===== src/rtl/pool_game_pkg.sv =====
// Shared types and helpers for the pool game controller.
package pool_game_pkg;

  typedef enum logic [1:0] {
    S_AIM,
    S_ROLL,
    S_SETTLE,
    S_DONE
  } gameState_t;

  // Hole number 0 means any hole is accepted.
  localparam int HOLE_ANY = 0;

  // Adds a signed delta and clamps the result into [0, maxValue].
  function automatic int satAddSub(input int value, input int delta, input int maxValue);
    int sum;
    int result;
    sum = value + delta;
    if (sum < 0)
      result = 0;
    else if (sum > maxValue)
      result = maxValue;
    else
      result = sum;
    return result;
  endfunction

endpackage


===== src/rtl/pool_game_controller_if.sv =====
// Game-controller bus: collision/HUD side is master, controller is slave.
interface pool_game_controller_if #(
  parameter int NUM_BALLS = 4,
  parameter int HOLE_W    = 3,
  parameter int SCORE_W   = 8,
  parameter int ATT_W     = 8
);
  logic                        startOfFrame;
  logic                        shotFire;
  logic [NUM_BALLS-1:0]        ballStopped;
  logic [NUM_BALLS-1:0]        ballHoleHit;
  logic [NUM_BALLS*HOLE_W-1:0] ballHoleNum;

  logic [NUM_BALLS-1:0]        ballShow;
  logic                        drawLine;
  logic [HOLE_W-1:0]           holeNumToHit;
  logic [SCORE_W-1:0]          score;
  logic [ATT_W-1:0]            attempts;
  logic                        resetGameN;
  logic                        gameFinished;
  logic                        gameWon;

  modport master (
    output startOfFrame, shotFire, ballStopped, ballHoleHit, ballHoleNum,
    input  ballShow, drawLine, holeNumToHit, score, attempts,
           resetGameN, gameFinished, gameWon
  );

  modport slave (
    input  startOfFrame, shotFire, ballStopped, ballHoleHit, ballHoleNum,
    output ballShow, drawLine, holeNumToHit, score, attempts,
           resetGameN, gameFinished, gameWon
  );
endinterface


===== src/rtl/pocket_arbiter.sv =====
// Pending-pocket bookkeeping: one bit and one latched hole number per ball,
// granting the lowest pending index; the grant is cleared when consumed.
module pocket_arbiter #(
  parameter int NUM_BALLS = 4,
  parameter int HOLE_W    = 3
) (
  input  logic                          clk,
  input  logic                          resetN,
  input  logic [NUM_BALLS-1:0]          capture,
  input  logic [NUM_BALLS*HOLE_W-1:0]   holeNumIn,
  input  logic                          consume,
  output logic                          grantValid,
  output logic [$clog2(NUM_BALLS)-1:0]  grantIdx,
  output logic [HOLE_W-1:0]             grantHole
);
  localparam int IDX_W = $clog2(NUM_BALLS);

  logic [NUM_BALLS-1:0]             pending;
  logic [NUM_BALLS-1:0]             grantOneHot;
  logic [NUM_BALLS-1:0][HOLE_W-1:0] holeLatch;

  assign grantValid  = |pending;
  assign grantOneHot = pending & (~pending + NUM_BALLS'(1));
  assign grantHole   = holeLatch[grantIdx];

  // Lowest set pending bit wins (descending scan, last hit sticks).
  always_comb begin
    grantIdx = '0;
    for (int i = NUM_BALLS - 1; i >= 0; i--)
      if (pending[i]) grantIdx = IDX_W'(i);
  end

  // Pending set on capture, cleared on consumed grant; hole latched with capture.
  always_ff @(posedge clk) begin
    if (!resetN) begin
      pending   <= '0;
      holeLatch <= '0;
    end else begin
      pending <= (pending & ~(consume ? grantOneHot : '0)) | capture;
      for (int i = 0; i < NUM_BALLS; i++)
        if (capture[i]) holeLatch[i] <= holeNumIn[i*HOLE_W +: HOLE_W];
    end
  end
endmodule


===== src/rtl/pool_game_controller.sv =====
// Pool game rules: shot sequencing, pocket scoring with combo streaks,
// ordered target holes, respawn and end-of-game detection.
module pool_game_controller
  import pool_game_pkg::*;
#(
  parameter int NUM_BALLS       = 4,
  parameter int NUM_HOLES       = 6,
  parameter int HOLE_W          = 3,
  parameter int SCORE_W         = 8,
  parameter int ATT_W           = 8,
  parameter int ATTEMPTS_INIT   = 5,
  parameter int HIT_SCORE       = 5,
  parameter int COMBO_BONUS     = 2,
  parameter int COMBO_MAX       = 3,
  parameter int FOUL_PENALTY    = 1,
  parameter int RESPAWN_OBJECTS = 0,
  parameter int SETTLE_FRAMES   = 2
) (
  input  logic                   clk,
  input  logic                   resetN,
  pool_game_controller_if.slave  gameIf
);
  localparam int IDX_W     = $clog2(NUM_BALLS);
  localparam int STREAK_W  = $clog2(NUM_BALLS) + 1;
  localparam int FRAME_W   = $clog2(SETTLE_FRAMES + 2);
  localparam int SCORE_MAX = (1 << SCORE_W) - 1;

  gameState_t state, stateNext;

  logic [NUM_BALLS-1:0] ballShowQ, ballShowD;
  logic [SCORE_W-1:0]   scoreQ, scoreD;
  logic [ATT_W-1:0]     attQ, attD;
  logic [HOLE_W-1:0]    targetQ, targetD;
  logic [STREAK_W-1:0]  streakQ, streakD;
  logic [FRAME_W-1:0]   frameQ, frameD;
  logic                 rgnQ, rgnD;
  logic                 wonQ, wonD;
  logic                 drawLineQ, finishedQ;

  logic [NUM_BALLS-1:0] captureMask;
  logic                 consume, grantValid;
  logic [IDX_W-1:0]     grantIdx;
  logic [HOLE_W-1:0]    grantHole;
  logic                 allStopped, objDown, allObjDown, settleDone;
  int                   comboLevel;

  // Pockets only count while rolling and only for balls still on the table.
  assign captureMask = (state == S_ROLL) ? (gameIf.ballHoleHit & ballShowQ) : '0;
  assign allStopped  = &(gameIf.ballStopped | ~ballShowQ);
  assign objDown     = ~&ballShowQ[NUM_BALLS-1:1];
  assign allObjDown  = ~|ballShowQ[NUM_BALLS-1:1];
  assign settleDone  = (int'(frameQ) + int'(gameIf.startOfFrame)) >= SETTLE_FRAMES;
  assign comboLevel  = (int'(streakQ) > COMBO_MAX) ? COMBO_MAX : int'(streakQ);

  pocket_arbiter #(
    .NUM_BALLS (NUM_BALLS),
    .HOLE_W    (HOLE_W)
  ) uArb (
    .clk        (clk),
    .resetN     (resetN),
    .capture    (captureMask),
    .holeNumIn  (gameIf.ballHoleNum),
    .consume    (consume),
    .grantValid (grantValid),
    .grantIdx   (grantIdx),
    .grantHole  (grantHole)
  );

  // State register.
  always_ff @(posedge clk) begin
    if (!resetN) state <= S_AIM;
    else         state <= stateNext;
  end

  // Next-state and datapath update; S_DONE holds everything.
  always_comb begin
    stateNext = state;
    ballShowD = ballShowQ & ~captureMask;
    scoreD    = scoreQ;
    attD      = attQ;
    targetD   = targetQ;
    streakD   = streakQ;
    frameD    = frameQ;
    rgnD      = 1'b1;
    wonD      = wonQ;
    consume   = 1'b0;
    unique case (state)
      S_AIM: begin
        if (gameIf.shotFire && attQ != '0) begin
          attD      = attQ - ATT_W'(1);
          streakD   = '0;
          stateNext = S_ROLL;
        end
      end
      S_ROLL: begin
        if (grantValid) begin
          consume = 1'b1;
          if (grantIdx == '0) begin
            scoreD  = SCORE_W'(satAddSub(int'(scoreQ), -FOUL_PENALTY, SCORE_MAX));
            streakD = '0;
          end else if (grantHole == targetQ || targetQ == HOLE_W'(HOLE_ANY)) begin
            scoreD  = SCORE_W'(satAddSub(int'(scoreQ),
                                         HIT_SCORE + COMBO_BONUS * comboLevel, SCORE_MAX));
            streakD = streakQ + STREAK_W'(1);
            if (targetQ == HOLE_W'(NUM_HOLES))
              targetD = HOLE_W'(HOLE_ANY);
            else if (targetQ != HOLE_W'(HOLE_ANY))
              targetD = targetQ + HOLE_W'(1);
          end else begin
            streakD = '0;
          end
        end else if (captureMask == '0 && allStopped) begin
          // Settling starts only once every pocket has been scored.
          stateNext = S_SETTLE;
          frameD    = '0;
        end
      end
      S_SETTLE: begin
        if (settleDone) begin
          if (!ballShowQ[0] || (RESPAWN_OBJECTS != 0 && objDown)) begin
            rgnD      = 1'b0;
            ballShowD = (RESPAWN_OBJECTS != 0) ? '1 : (ballShowQ | NUM_BALLS'(1));
          end
          if (RESPAWN_OBJECTS == 0 && allObjDown) begin
            wonD      = 1'b1;
            stateNext = S_DONE;
          end else if (attQ == '0) begin
            stateNext = S_DONE;
          end else begin
            stateNext = S_AIM;
          end
        end else if (gameIf.startOfFrame) begin
          frameD = frameQ + FRAME_W'(1);
        end
      end
      default: ;
    endcase
  end

  // Registered game state and outputs.
  always_ff @(posedge clk) begin
    if (!resetN) begin
      ballShowQ <= '1;
      scoreQ    <= '0;
      attQ      <= ATT_W'(ATTEMPTS_INIT);
      targetQ   <= HOLE_W'(1);
      streakQ   <= '0;
      frameQ    <= '0;
      rgnQ      <= 1'b0;
      wonQ      <= 1'b0;
      drawLineQ <= 1'b1;
      finishedQ <= 1'b0;
    end else begin
      ballShowQ <= ballShowD;
      scoreQ    <= scoreD;
      attQ      <= attD;
      targetQ   <= targetD;
      streakQ   <= streakD;
      frameQ    <= frameD;
      rgnQ      <= rgnD;
      wonQ      <= wonD;
      drawLineQ <= (stateNext == S_AIM);
      finishedQ <= (stateNext == S_DONE);
    end
  end

  assign gameIf.ballShow     = ballShowQ;
  assign gameIf.drawLine     = drawLineQ;
  assign gameIf.holeNumToHit = targetQ;
  assign gameIf.score        = scoreQ;
  assign gameIf.attempts     = attQ;
  assign gameIf.resetGameN   = rgnQ;
  assign gameIf.gameFinished = finishedQ;
  assign gameIf.gameWon      = wonQ;
endmodule


===== src/flat_wrapper.sv =====
// flat-port wrapper written by rule: the top's interface ports become plain ports
module pool_game_controller_flat import pool_game_pkg::*;
#(
  parameter int NUM_BALLS       = 4,
  parameter int NUM_HOLES       = 6,
  parameter int HOLE_W          = 3,
  parameter int SCORE_W         = 8,
  parameter int ATT_W           = 8,
  parameter int ATTEMPTS_INIT   = 5,
  parameter int HIT_SCORE       = 5,
  parameter int COMBO_BONUS     = 2,
  parameter int COMBO_MAX       = 3,
  parameter int FOUL_PENALTY    = 1,
  parameter int RESPAWN_OBJECTS = 0,
  parameter int SETTLE_FRAMES   = 2
)
  (clk, resetN, gameIf_startOfFrame, gameIf_shotFire, gameIf_ballStopped, gameIf_ballHoleHit, gameIf_ballHoleNum, gameIf_ballShow, gameIf_drawLine, gameIf_holeNumToHit, gameIf_score, gameIf_attempts, gameIf_resetGameN, gameIf_gameFinished, gameIf_gameWon);
  pool_game_controller_if #(.NUM_BALLS(NUM_BALLS), .HOLE_W(HOLE_W), .SCORE_W(SCORE_W), .ATT_W(ATT_W)) gameIf_i ();
  input  logic clk;
  input  logic resetN;
  input wire logic [$bits(gameIf_i.startOfFrame)-1:0] gameIf_startOfFrame;
  input wire logic [$bits(gameIf_i.shotFire)-1:0] gameIf_shotFire;
  input wire logic [$bits(gameIf_i.ballStopped)-1:0] gameIf_ballStopped;
  input wire logic [$bits(gameIf_i.ballHoleHit)-1:0] gameIf_ballHoleHit;
  input wire logic [$bits(gameIf_i.ballHoleNum)-1:0] gameIf_ballHoleNum;
  output wire logic [$bits(gameIf_i.ballShow)-1:0] gameIf_ballShow;
  output wire logic [$bits(gameIf_i.drawLine)-1:0] gameIf_drawLine;
  output wire logic [$bits(gameIf_i.holeNumToHit)-1:0] gameIf_holeNumToHit;
  output wire logic [$bits(gameIf_i.score)-1:0] gameIf_score;
  output wire logic [$bits(gameIf_i.attempts)-1:0] gameIf_attempts;
  output wire logic [$bits(gameIf_i.resetGameN)-1:0] gameIf_resetGameN;
  output wire logic [$bits(gameIf_i.gameFinished)-1:0] gameIf_gameFinished;
  output wire logic [$bits(gameIf_i.gameWon)-1:0] gameIf_gameWon;
  assign gameIf_i.startOfFrame = gameIf_startOfFrame;
  assign gameIf_i.shotFire = gameIf_shotFire;
  assign gameIf_i.ballStopped = gameIf_ballStopped;
  assign gameIf_i.ballHoleHit = gameIf_ballHoleHit;
  assign gameIf_i.ballHoleNum = gameIf_ballHoleNum;
  assign gameIf_ballShow = gameIf_i.ballShow;
  assign gameIf_drawLine = gameIf_i.drawLine;
  assign gameIf_holeNumToHit = gameIf_i.holeNumToHit;
  assign gameIf_score = gameIf_i.score;
  assign gameIf_attempts = gameIf_i.attempts;
  assign gameIf_resetGameN = gameIf_i.resetGameN;
  assign gameIf_gameFinished = gameIf_i.gameFinished;
  assign gameIf_gameWon = gameIf_i.gameWon;
  pool_game_controller #(.NUM_BALLS(NUM_BALLS), .NUM_HOLES(NUM_HOLES), .HOLE_W(HOLE_W), .SCORE_W(SCORE_W), .ATT_W(ATT_W), .ATTEMPTS_INIT(ATTEMPTS_INIT), .HIT_SCORE(HIT_SCORE), .COMBO_BONUS(COMBO_BONUS), .COMBO_MAX(COMBO_MAX), .FOUL_PENALTY(FOUL_PENALTY), .RESPAWN_OBJECTS(RESPAWN_OBJECTS), .SETTLE_FRAMES(SETTLE_FRAMES)) u_core (.clk(clk), .resetN(resetN), .gameIf(gameIf_i));
endmodule

===== config.mk =====
export PLATFORM = sky130hd
export DESIGN_NAME = pool_game_controller_flat
export DESIGN_NICKNAME = d
export VERILOG_FILES = /design/src/rtl/pool_game_pkg.sv /design/src/rtl/pool_game_controller_if.sv /design/src/rtl/pocket_arbiter.sv /design/src/rtl/pool_game_controller.sv /design/src/flat_wrapper.sv
export SDC_FILE = /design/constraint.sdc
export NUM_CORES = 1
export LEC_CHECK = 0
export CORE_UTILIZATION = 29
export DETAILED_ROUTE_END_ITERATION = 10
export SYNTH_ARGS = -nofsm -noshare
export SYNTH_HDL_FRONTEND = slang
export SYNTH_SLANG_ARGS = --single-unit

===== constraint.sdc =====
create_clock -name clk -period 4.3 [get_ports clk]
set_input_delay 0.86 -clock clk [delete_from_list [all_inputs] [get_ports clk]]
set_output_delay 0.86 -clock clk [all_outputs]
set_load 0.01 [all_outputs]

==> impl_metrics.toml, run 1 <==
[critical_path]
r2r_cells = 13
timing.rr.start = "u_core.streakQ[0]$_SDFFE_PN0P_"
critPathArrivalTime_ns = 3.23
cp_common_cell = "ha_1"
cp-start-kind = "flop"
critPathKind = "flop to flop"
worstPathCellList = "ha_1 -> ha_1 -> inv_1 -> a21oi_1 -> ha_1 -> inv_1 -> ha_1 -> a21o_1 -> a21oi_1 -> o21bai_1 -> or4b_1 -> and4b_1 -> a211oi_2"
end_kind = "flop"
r2r_end = "u_core.gameIf.score[1]$_SDFFE_PN0P_"
cp_num_buf_inv = 2
r2r_slack_ns = 1.30
cp_data_required_time_ns = 4.53
cpMaxStageDelayCell = "or4b_1"
max_stage_delay_ns = 0.60
crit_fanout = 6
crit_family = "adder cells"

[timing]
slew-limit-headroom_pct = 27.9
rsz0062_at_grt = "no"
period_minus_slack_ns = 3.00
setup_viol = 0
hold_violations = 0
fin_crit_sh_pct = 69.8
finClkSkew_ns = 0.00720
worstMarginPinSlew_ns = 1.08
hold-worst-slack_ns = 0.488
final-max-slew-violation-count = 0
tns_ns = 0
clock.fmax_mhz = 333

[global_route]
grt_overflow = 0
grt_pass1_vias = 2356
antenna_found_initial = 0
grt_use_total_pct = 14.2
grt_pass1_wl_mm = 11.3
grt_max_degree = 23

[place]
gp_congestion = 0.787
dp_cells = 495
io_buffer_count = 50
dp_hpwl_mm = 5.08

[routing]
highest_layer = "met4"
vias = 2527
routed_wl_mm = 6.80
avgViaCountPerCell = 5.02
met3_length_um = 291
wl_per_cell_um = 13.5
drt_iter0_drc = 82
ant_nets = 0
wl_met2_mm = 3.10
drc = 0
drt-pass1-iter-count = 4
met1_length_mm = 3.32

[clocking]
htreeDepth = 2
clk_latency_ns = 0.30
cts_inserted_buffers = 5
cts_tree = "yes"
cts_resized = 0
postCtsHoldBufs = 0
cts_root_buf = "clkbuf_8"
clockBufferDepth = 2
cts_sinks = 50
cts_setup_buffers = 0
path_clk_slew_ns = 0.10

[logic_synthesis]
synthesis.nets = 362
synth_ff_type = "dfxtp_1"
async_flop_share_pct = 0
seq_area_frac_synth_pct = 36.1
yosysMostFrequentCell = "dfxtp_1"
synthCells = 325
synth_edf_count = 0
synth_area_um2 = 2770
yosysUniqueCellTypes = 66
yosysTopAreaCell = "dfxtp_1"
synth.area.top_cells = "dfxtp_1, ha_1, mux2i_1"
ys_ff_latch = 50
yosysWarnings = 0
synth_common_cells = "dfxtp_1, nand2_1, nor2_1"
yosysTopAreaCellShare_pct = 36.1
syn_avg_cell_area_um2 = 8.53

[finish]
fin_cells = 503
finalNetCount = 410
n_antenna_cell = 0
final_layout_size_suffix_gt1_share_pct = 6.95
areaGrowthSynthToFinish_pct = 25.8

[die]
initial_core_util_pct = 30.0
chipWidth_um = 99.8
chipHeight_um = 99.8
io_pins = 51
rows = 35
dieArea_um2 = 9960
core_um2 = 9240

[power]
p_per_area_nw_per_um2 = 305
p_leak_uw = 0.00146
peakVddDrop_mv = 0.157

[min_path]
hold-path-endpoint = "u_core.streakQ[1]$_SDFFE_PN0P_"
worstHoldStart = "u_core.streakQ[1]$_SDFFE_PN0P_"
hold_class = "flop to flop"
hold_depth = 2

[flow_run]
drv_cap = 0

[run_status]
run_status = "completed"
-- power breakdown --
| part | internal (uW) | switching (uW) |
|---|---|---|
| logic | 128 | 148 |
| clock network | 115 | 164 |
| registers | 483 | 27.2 |
| total | 726 | 339 |
-- cells in the final DEF (no fill, tap or decap), types with 2 or more instances in the layout --
cell type	n
nand2b_1	2
dfxtp_1	50
o21ai_0	14
nor2_1	33
nor4_1	3
clkdlybuf4s50_1	50
nor3_1	7
nand2_1	38
and3_1	3
clkbuf_8	5
nor3b_1	5
inv_1	19
mux2i_1	15
nand3b_1	2
a21oi_1	20
o221ai_1	2
and4b_1	2
o211ai_1	6
a21o_1	2
or3_1	4
o22a_1	2
buf_4	3
xor2_1	5
o21ai_1	3
nand4_1	3
xnor2_1	6
ha_1	12
nor2b_1	4
nand3_1	8
or2_2	2
a211oi_2	2
a32o_1	2
a211oi_1	2
clkinv_2	2
a31oi_1	3
-- how the worst max path moves through the flow --
stage	from	slack, ns	to	cells after the start
floorplan	u_core.streakQ[0]$_SDFFE_PN0P_	1.57	u_core.gameIf.score[0]$_SDFFE_PN0P_	13
global placement	u_core.streakQ[0]$_SDFFE_PN0P_	1.43	u_core.gameIf.score[1]$_SDFFE_PN0P_	13
detailed placement	u_core.streakQ[0]$_SDFFE_PN0P_	1.35	u_core.gameIf.score[1]$_SDFFE_PN0P_	13
CTS	u_core.streakQ[0]$_SDFFE_PN0P_	1.31	u_core.gameIf.score[1]$_SDFFE_PN0P_	13
global route	u_core.streakQ[0]$_SDFFE_PN0P_	1.17	u_core.gameIf.score[0]$_SDFFE_PN0P_	13
finish	u_core.streakQ[0]$_SDFFE_PN0P_	1.30	u_core.gameIf.score[1]$_SDFFE_PN0P_	13
-- per-layer routing --
layer	vias to the layer above	GRT usage (%)
met3	12	2.58
li1	1261	-
met2	68	22.9
met5	-	0
met4	0	4.75
met1	1186	19.0
-- metrics by stage --
stage | utilization (%) | cell area (um2) | power (uW) | setup slack [ns]
after floorplan | - | 2770 | 703 | 1.57
after global placement | 36.8 | 3400 | 791 | 1.43
after global routing | 37.7 | 3490 | 1130 | 1.17
final | 37.7 | 3490 | 1070 | 1.30
after detailed placement | 36.8 | 3400 | 793 | 1.35
after CTS | 37.7 | 3490 | 1070 | 1.31
-- state kept, by name, indices dropped and copies added (netlist names), 3 cells and up --
name and cells:
u_core.uArb.holeLatch 12, u_core.gameIf.attempts 8, u_core.gameIf.score 8, u_core.gameIf.ballShow 4, u_core.uArb.pending 4, u_core.gameIf.holeNumToHit 3, u_core.streakQ 3
-- worst min-delay path: stages, from the launching register on --
cell and delay (ns):
dfxtp_1 0.33, nand2_1 0.06, a21oi_1 0.05
-- final cells by class --
cell class	instances	area, um2
Sequential cell	50	1000
Tap cell	129	161
Multi-Input combinational cell	243	1640
Clock inverter	3	18.8
Fill cell	952	5750
Inverter	20	75.1
Clock buffer	5	68.8
Timing Repair Buffer	53	523
-- kinds of logic after synthesis --
logic type	count (synthesis)	synth area share, %
and+or+nand+nor	128	24.9
muxes	16	5.82
other	1	0.135
xor gates and xnor gates	11	3.47
AOI/OAI and AO/OA	74	18.6
adders and majority gates	13	6.14
DFF	50	36.1
buffers and inverters	32	4.78
Power figures use the tool's default switching activity.
==> run 2: changes to the inputs <==
clock period = 3.1 ns   (was 4.3 ns; I/O delays follow)
==> run 2 against run 1 <==
  * Cell area grew 0.86%
  * Count of clock-buffer cells in the layout rose by 1
  * Register-to-register slack got worse by 1.1 ns
  * Via count hardly changed
  * Global-route usage increased by 0.42 points
  * First-iteration DRC count grew 8.5%
  * Core utilization increased by 0.32 points
==> impl_metrics.toml, run 2 (same netlist as run 1, synthesis figures left out) <==
[run_status]
run_status = "completed"

[global_route]
grt_overflow = 0
grt_use_total_pct = 14.6
grt_max_degree = 20
grt_pass1_vias = 2397
grt_pass1_wl_mm = 11.5
antenna_found_initial = 0

[die]
io_pins = 51
chipWidth_um = 99.8
chipHeight_um = 99.8
core_um2 = 9240
initial_core_util_pct = 30.0
dieArea_um2 = 9960
rows = 35

[critical_path]
crit_path_start = "u_core.streakQ[0]$_SDFFE_PN0P_"
r2r_slack_ns = 0.19
cp-start-kind = "flop"
crit_fanout = 6
critPathArrivalTime_ns = 3.15
cp_data_required_time_ns = 3.34
critPathKind = "flop to flop"
timing.rr.start = "u_core.streakQ[0]$_SDFFE_PN0P_"
end_kind = "flop"

[timing]
worstMarginPinSlew_ns = 0.551
finClkSkew_ns = 0.0104
period_minus_slack_ns = 2.91
hold-worst-slack_ns = 0.482
slew-limit-headroom_pct = 63.1
rsz0062_at_grt = "no"
fin_crit_sh_pct = 94.0
final-max-slew-violation-count = 0
setup_viol = 0
tns_ns = 0
clock.fmax_mhz = 343
hold_violations = 0

[finish]
finalNetCount = 412
final_util_pct = 38.1
regMostFlops = "u_core.uArb.holeLatch"
n_antenna_cell = 0
post-route-cell-area_um2 = 3520
areaGrowthSynthToFinish_pct = 26.9
largest_register_ffs = 12
final_layout_size_suffix_gt1_share_pct = 7.71
final_cell_mix = "clkdlybuf4s50_1, dfxtp_1, nand2_1"

[routing]
met1_length_mm = 3.35
met3_length_um = 268
routed_wl_mm = 6.93
drt-pass1-iter-count = 4
highest_layer = "met4"
wl_met2_mm = 3.19
vias = 2525
ant_nets = 0
avgViaCountPerCell = 5.00
drc = 0
wl_per_cell_um = 13.7
drt_iter0_drc = 89

[clocking]
cts_tree = "yes"
path_clk_slew_ns = 0.10
cts_inserted_buffers = 5
htreeDepth = 2
cts_sinks = 50
clk_latency_ns = 0.31
cts_root_buf = "clkbuf_8"
postCtsHoldBufs = 0
clockBufferDepth = 2

[place]
dp_hpwl_mm = 5.23
gp_congestion = 0.804
io_buffer_count = 50
place_area_um2 = 3410

[flow_run]
drv_cap = 0

[power]
peakVddDrop_mv = 0.216
p_per_area_nw_per_um2 = 431
p_leak_uw = 0.00147
power_uw = 1510

[min_path]
worstHoldStart = "u_core.streakQ[1]$_SDFFE_PN0P_"
hold_class = "flop to flop"
[run 2: repair_timing]
action                                  4_1_cts  5_1_grt
resized for setup                             0        1
setup buffers                                 0        0
endpoints found under the setup margin        0        4
[run 2: per-stage QoR]
stage / std cells / setup WS [ns]
finish: 505 / 0.187
global route: 505 / 0.0118
CTS: 505 / 0.115
detailed placement: 497 / 0.140
global placement: 497 / 0.218
floorplan: 325 / 0.374
[run 2: path summary, 6_finish.rpt]
path / endpoint / cells after the start
worst max register to register: u_core.gameIf.score[1]$_SDFFE_PN0P_ / 13
worst min-delay path: u_core.streakQ[1]$_SDFFE_PN0P_ / 2
worst min register to register: u_core.streakQ[1]$_SDFFE_PN0P_ / 2
worst max-delay path: u_core.gameIf.score[1]$_SDFFE_PN0P_ / 13
[run 2: power by group]
group	switching [uW]	internal, uW	total [uW]
Clock	237	184	421
Combinational	205	180	385
Sequential	38.2	670	708
Total	480	1030	1510
[run 2: cell type report]
type                            instances  area, um2
Inverter                               20       75.1
Timing Repair Buffer                   55        538
Clock inverter                          2       16.3
Fill cell                             960       5720
Tap cell                              129        161
Multi-Input combinational cell        243       1640
Sequential cell                        50       1000
Clock buffer                            6       82.6
[run 2: worst max-delay path: stages (launching register included)]
cell	delay, ns
dfxtp_1	0.35
ha_1	0.20
ha_1	0.17
inv_1	0.05
a21oi_1	0.06
ha_1	0.28
inv_1	0.07
ha_1	0.29
a21o_1	0.11
a21oi_1	0.09
o21bai_1	0.24
or4b_4	0.54
and4b_1	0.21
a211oi_2	0.19
[run 2: metal layers]
| layer | vias to the layer above | global-route usage [%] |
|---|---|---|
| met5 | - | 0 |
| met2 | 63 | 23.0 |
| li1 | 1263 | - |
| met4 | 0 | 6.00 |
| met3 | 12 | 2.51 |
| met1 | 1187 | 19.7 |
